File: config.mk
export PLATFORM = sky130hd
export DESIGN_NAME = mux_rr_arbiter
export DESIGN_NICKNAME = d
export VERILOG_FILES = /design/src/rtl/mux_rr_arbiter.sv
export SDC_FILE = /design/constraint.sdc
export NUM_CORES = 1
export LEC_CHECK = 0
export ABC_AREA = 1
export CAP_MARGIN = 10
export CORE_ASPECT_RATIO = 0.9
export CORE_MARGIN = 8
export CORE_UTILIZATION = 50
export CTS_BUF_LIST = sky130_fd_sc_hd__clkbuf_8
export CTS_CLUSTER_SIZE = 8
export DETAILED_ROUTE_END_ITERATION = 8
export HOLD_SLACK_MARGIN = 0.15
export PLACE_DENSITY = 0.77
export SETUP_SLACK_MARGIN = 0.02
export SLEW_MARGIN = 20
export SYNTH_ARGS = -nofsm -noshare
export SYNTH_HDL_FRONTEND = slang
export SYNTH_SLANG_ARGS = --single-unit
File: constraint.sdc
create_clock -name clk -period 3.7 [get_ports clk]
set_clock_uncertainty 0.2 [all_clocks]
set_input_delay 0.555 -clock clk [delete_from_list [all_inputs] [get_ports clk]]
set_output_delay 0.555 -clock clk [all_outputs]
set_load 0.02 [all_outputs]
File: src/rtl/mux_rr_arbiter.sv
// Round-robin arbiter + registered bit mux for the 8-to-1 ALU result select; optional hold limit via MUX_ARB_TIMEOUT_EN.
// Latency: req->grant/sel/busy 1 cycle, grant->data_out/data_valid 1 cycle; release hands over with no idle bubble.
// Backpressure: none; req is level-sensitive and the owner keeps the mux until it drops req (or is preempted).
module mux_rr_arbiter #(
    parameter int HOLD_MAX = 16
) (
    input  logic       clk,
    input  logic       rst,
    input  logic [7:0] req,
    input  logic [7:0] data_in,
    output logic [7:0] grant,
    output logic [2:0] sel,
    output logic       busy,
    output logic       data_out,
    output logic       data_valid,
    output logic       preempt
);

    if (HOLD_MAX < 1 || HOLD_MAX > 255) begin : g_bad_hold_max
        $error("mux_rr_arbiter: HOLD_MAX must be in 1..255");
    end

    typedef enum logic {
        IDLE  = 1'b0,
        GRANT = 1'b1
    } state_t;

    state_t     state;
    state_t     state_nxt;
    logic [2:0] ptr;
    logic [2:0] win_idx;
    logic       win_found;
    logic [2:0] cand;
    logic       issue;

    // First set request bit scanning upward from ptr, wrapping mod 8.
    always_comb begin
        win_found = 1'b0;
        win_idx   = ptr;
        cand      = ptr;
        for (int i = 0; i < 8; i++) begin
            cand = ptr + 3'(i);
            if (!win_found && req[cand]) begin
                win_found = 1'b1;
                win_idx   = cand;
            end
        end
    end

`ifdef MUX_ARB_TIMEOUT_EN
    localparam logic [7:0] HOLD_LAST = 8'(HOLD_MAX - 1);

    logic [7:0] hold_cnt;
    logic       timeout;

    assign timeout = (state == GRANT) && req[sel] && (hold_cnt == HOLD_LAST);
`endif

    always_comb begin
        state_nxt = state;
        issue     = 1'b0;
        case (state)
            IDLE: begin
                if (win_found) begin
                    issue     = 1'b1;
                    state_nxt = GRANT;
                end
            end
            GRANT: begin
                if (!req[sel]) begin
                    if (win_found) begin
                        issue = 1'b1;
                    end else begin
                        state_nxt = IDLE;
                    end
                end
`ifdef MUX_ARB_TIMEOUT_EN
                // Owner still requests here, so a winner always exists; it is the
                // owner itself only when nobody else is waiting.
                else if (timeout) begin
                    issue = 1'b1;
                end
`endif
            end
            default: state_nxt = IDLE;
        endcase
    end

    always_ff @(posedge clk or posedge rst) begin
        if (rst) begin
            state <= IDLE;
            grant <= 8'h00;
            sel   <= 3'd0;
            ptr   <= 3'd0;
        end else begin
            state <= state_nxt;
            if (issue) begin
                grant <= 8'b1 << win_idx;
                sel   <= win_idx;
                ptr   <= win_idx + 3'd1;
            end else if (state_nxt == IDLE) begin
                grant <= 8'h00;
            end
        end
    end

    assign busy = (state == GRANT);

`ifdef MUX_ARB_TIMEOUT_EN
    always_ff @(posedge clk or posedge rst) begin
        if (rst) begin
            hold_cnt <= 8'd0;
            preempt  <= 1'b0;
        end else begin
            preempt <= timeout;
            if (issue) begin
                hold_cnt <= 8'd0;
            end else if (state == GRANT && hold_cnt != 8'hFF) begin
                hold_cnt <= hold_cnt + 8'd1;
            end
        end
    end
`else
    assign preempt = 1'b0;
`endif

    // data_out only samples while a grant is live so it holds when data_valid is low.
    always_ff @(posedge clk or posedge rst) begin
        if (rst) begin
            data_out   <= 1'b0;
            data_valid <= 1'b0;
        end else begin
            data_valid <= busy;
            if (busy) begin
                data_out <= data_in[sel];
            end
        end
    end

endmodule

# Yosys cells after proc, flatten, opt, wreduce, memory -nomap -nowiden

Index checks and enable logic that the tools add are counted.

Bitwise operators: 1
Reduce and logical (&&, ||, !) cells: 14
Order comparisons: 9
Equal/unequal tests: 1
Shift operators: 1
Multiplexer cells: 42
Add/sub/neg operators: 8
Div/mod/pow operators: 0
Multipliers: 0

Operators with widths:

| cell                                                                          | count |
|---|---|
| 3-bit by 4-bit less-than comparator with 1-bit output (second input constant) | 9 |
| 1-bit binary-select mux with 3-bit select                                     | 10 |
| 1-bit two-way mux                                                             | 21 |
| 3-bit two-way mux                                                             | 7 |
| 8-bit two-way mux                                                             | 2 |
| 3-bit adder (second input constant)                                           | 4 |
| 1-bit by 3-bit << shifter with 8-bit output (first input constant)            | 1 |
| 1-bit logical AND                                                             | 7 |
| 1-bit logical NOT                                                             | 7 |
| 3-bit by 1-bit adder with 3-bit output (second input constant)                | 2 |
| 3-bit by 2-bit adder with 3-bit output (second input constant)                | 2 |
| 1-bit case mux with 2 select lines                                            | 2 |
| 2-bit by 1-bit != test with 1-bit output (second input constant)              | 1 |
| 1-bit NOT                                                                     | 1 |

Flip-flop bits (word level): 17
Bits in latches: 0
Output and inout bits: 15
Memories kept: 0
Bits in writable memories: 0
Logic and storage cells: 82
Memory bits (read-only): 0

# Longest topological paths before layout

Gate-level depths: netlist of run 1.

Depth after elaboration: 29
Depth in mapped cells: 24
Mapped depth without buffers: 23

# Worst setup path before layout of run 1

Ideal clock, no wire load.

Kind: reg-to-reg
Start point: register ptr[1]
End point: register ptr[2]
Buffers on the path: 1
Data arrival time: 2644 ps
Required time: 3379 ps
Cell stages (with the launch flop): 22
Path slack: 735 ps
Clock period less this slack: 2965 ps
Cell sequence: dfrtp_1 buf_2 inv_2 ha_1 inv_2 nand3_1 nand2_1 nand2_1 nand2_1 nand2_1 clkinv_2 nand4_4 nor2_4 nand3_2 inv_2 nand2_1 nand2_1 inv_1 ha_1 ha_1 nand2_1 o21ai_1

RTL lines:

| what                                                                            | line | RTL |
|---|---|---|
| start, declared                                                                 | 30   | `logic [2:0] ptr;` |
| start signal, assigned                                                          | 100  | `ptr <= win_idx + 3'd1;` |
| branches (longest 23 deep; another with 3-bit by 1-bit adder with 3-bit output) | -    |  |
| 3-bit two-way mux *                                                             | 43   | `if (!win_found && req[cand]) begin` |
| named net win_idx[0]                                                            | 31   | `logic [2:0] win_idx;` |
| 3-bit by 1-bit adder with 3-bit output *                                        | 100  |  |

Mark *: on every way through the listed nets, which the timed path passes. The select of a mux whose other input is x is not followed.
A chain may end at the register's enable or synchronous reset.

# Worst setup path in the final report of run 1

Ends and elaborated chain as after synthesis.

==> results of run 1 <==
[cell families (layout without fill, tap and decap cells)]
group	Yosys count	in the layout	share of synthesized area (%)
other cells	1	1	0.233
compound gates	26	26	9.95
buf+inv	39	70	11.0
fa+ha+maj	7	7	5.44
flops	17	17	26.4
simple gates	142	142	41.8
mux	4	4	2.49
xor+xnor	4	4	2.64
[layout by cell type (no fill, tap or decap), types with 2 or more instances in the layout]
cell type and count:
inv_2 10, ha_1 7, nand2_1 84, o221ai_1 4
nand3_2 2, inv_1 20, clkdlybuf4s50_1 31, clkinv_2 2
o21ai_1 9, dfrtp_1 17, o211ai_1 2, o21ai_0 7
nand2_2 3, mux2i_1 4, nor2_4 2, buf_4 3
nand4_1 2, nor2_1 11, nand3_1 32, xor2_1 2
clkbuf_8 3
[area by class of cell]
cell class,count,area [um2],area share (%)
clock buffer,3,41.3,2.08
clock inverter,1,3.75,0.189
inverter,32,125,6.29
multi-input combinational,184,1010,50.7
sequential,17,425,21.4
tap,42,52.6,2.64
timing repair buffer,34,333,16.7
[worst min-delay path: stages, from the launching register on]
cell     delay [ns]
dfrtp_1        0.34
nand2_1        0.05
nand2_1        0.06
[worst max-delay path by stage]
stage / startpoint / to / slack, ns / cells past startpoint
2_1_floorplan: ptr[1] / ptr[2] / 0.73 / 21
3_3_place_gp: req[2] / ptr[2] / 0.36 / 19
3_5_place_dp: req[7] / ptr[2] / 0.38 / 19
4_1_cts: ptr[1] / ptr[2] / 0.45 / 20
5_1_grt: ptr[1] / ptr[2] / 0.13 / 20
6_report: ptr[1] / ptr[2] / 0.43 / 20
[metal layers]
layer / track usage, % / wire, um / vias to the layer above
met3: 4.62 / 320 / 4
met5: 0 / 0 / -
met4: 2.99 / 34 / 0
li1: - / - / 838
met2: 23.3 / 1610 / 35
met1: 22.5 / 1910 / 707
[through the flow]
| stage | utilization (%) | hold slack [ns] | setup slack (ns) | cell area, um2 | std cells |
|---|---|---|---|---|---|
| after detailed placement | 63.4 | 0.266 | 0.380 | 1940 | 309 |
| after floorplan | - | 0.281 | 0.735 | 1610 | 240 |
| after global routing | 64.8 | 0.294 | 0.125 | 1990 | 313 |
| after global placement | 63.4 | 0.262 | 0.364 | 1940 | 309 |
| after CTS | 64.8 | 0.285 | 0.445 | 1990 | 313 |
| final | 64.8 | 0.277 | 0.430 | 1990 | 313 |
[flip-flops by register name, indices dropped and copies added (netlist names)]
signal and flops:
busy 1, data_out 1, sel 3, data_valid 1
ptr 3, grant 8
==> flow_summary.toml, run 1 <==
[sta]
fmax_mhz = 306
min_period_over_period_pct = 88.4
drv_slew = 0
hold_viol = 0
setup_violations = 0
setup_tns_ns = 0
worst_pin_slew_ns = 0.614
rsz0062_at_grt = "false"
period_needed_ns = 3.27
slew_headroom_pct = 59.0

[synth]
yosysSeqAreaShare_pct = 26.4
netlist.area_leader.share_pct = 26.4
ys.flop_type = "dfrtp_1"
ys_ff_latch = 17
netlist_instances = 240
syn-num-nets = 265
synthArstFlopShare_pct = 100
yosysUniqueCellTypes = 35
synthTopCellsByArea = "dfrtp_1 (26%), nand2_1 (20%), nand3_1 (10%)"
synth.most_common_cell = "nand2_1"
yosys.area.top_type = "dfrtp_1"
synth-warning-count = 0
synth.cell_area_um2 = 1610
post_synth.cell_area_avg_um2 = 6.70
yosys-top-cells-count = "nand2_1 (84), nand3_1 (32), inv_1 (19)"
synth_edf_count = 0

[clock_network]
cts_hold_buf = 0
htreeDepth = 1
cts.sinks = 17
cts-buffers-inserted = 3
cts.clk_slew.worst_paths_ns = 0.06
cts_resized = 0
clk_path_buf_depth = 2
postCtsSetupRepairBufs = 0
clkLatencyLatePin_ns = 0.25
cts_tree = "yes"
cts_root_buf = "clkbuf_8"

[place]
globalplace.congestion = 0.891
numPortBuffers = 31
hpwl_mm = 3.12

[die]
dieArea_um2 = 5290
die_h_um = 69.8
fp.dieW_um = 75.8
ios = 33
fp-row-count = 19
initial_core_util_pct = 52.5
core_um2 = 3070

[layout]
nets = 297
n_antenna_cell = 0
area_growth_pct = 23.6
fillCellCount = 272
layout-drive-gt1-share_pct = 11.8

[setup_path]
cp_cell_sequence = "inv_2 > ha_1 > inv_2 > nand3_1 > nand2_1 > nand2_1 > nand2_1 > nand2_1 > clkinv_2 > nand3_2 > o21ai_0 > nand2_1 > o21ai_1 > nand2_1 > nand2_1 > inv_1 > ha_1 > ha_1 > nand2_1 > o21ai_1"
crit_path_start_kind = "register"
r2r_start = "ptr[1]"
crit_family = "simple AND/OR/NAND/NOR gates"
critPathMaxStageDelay_ns = 0.48
end_kind = "register"
path_max_fanout = 7
path_common_cell = "nand2_1"
critPathRequiredTime_ns = 3.64
path_class = "register to register"
slowest_stage = "dfrtp_1"
cp.arrival_ns = 3.21
reg2reg_depth = 20
r2r_setup_slack_ns = 0.43
critical_path_buf_inv_count = 4
r2r-end = "ptr[2]"

[global_route]
grt_first_pass_wirelength_mm = 6.90
grt_pass1_vias = 1536
grt_start_max_net_pins = 18
antenna_found_initial = 0
grt_usage_pct = 16.0
grt.overflow.total = 0

[route]
drt_pass1_iterations = 4
drcViolationCount = 0
wirelength_mm = 3.87
vias = 1584
wl_per_cell_um = 12.4
routed_via_density = 5.06
drt_iter0_markers = 140
ant_nets = 0

[worst_hold_path]
hp-start = "grant[0]"
worstHoldEndpoint = "grant[0]"
hold-path-cell-count = 2
min_path_type = "register to register"

[flow_run]
drv_cap = 0

[run_status]
outcome = "completed"
Power of run 1 is left out: the tool's default activity adds up to more than one toggle a clock period on the data nets, which glitch-free logic cannot reach.
==> run 2, diff against run 1 <==
Settings changed: SKIP_CTS_REPAIR_TIMING set to 1.
==> results of run 2 <==
Final layout, timing and power as in run 1 (identical DEF).
Power of run 2 is left out for the same reason.
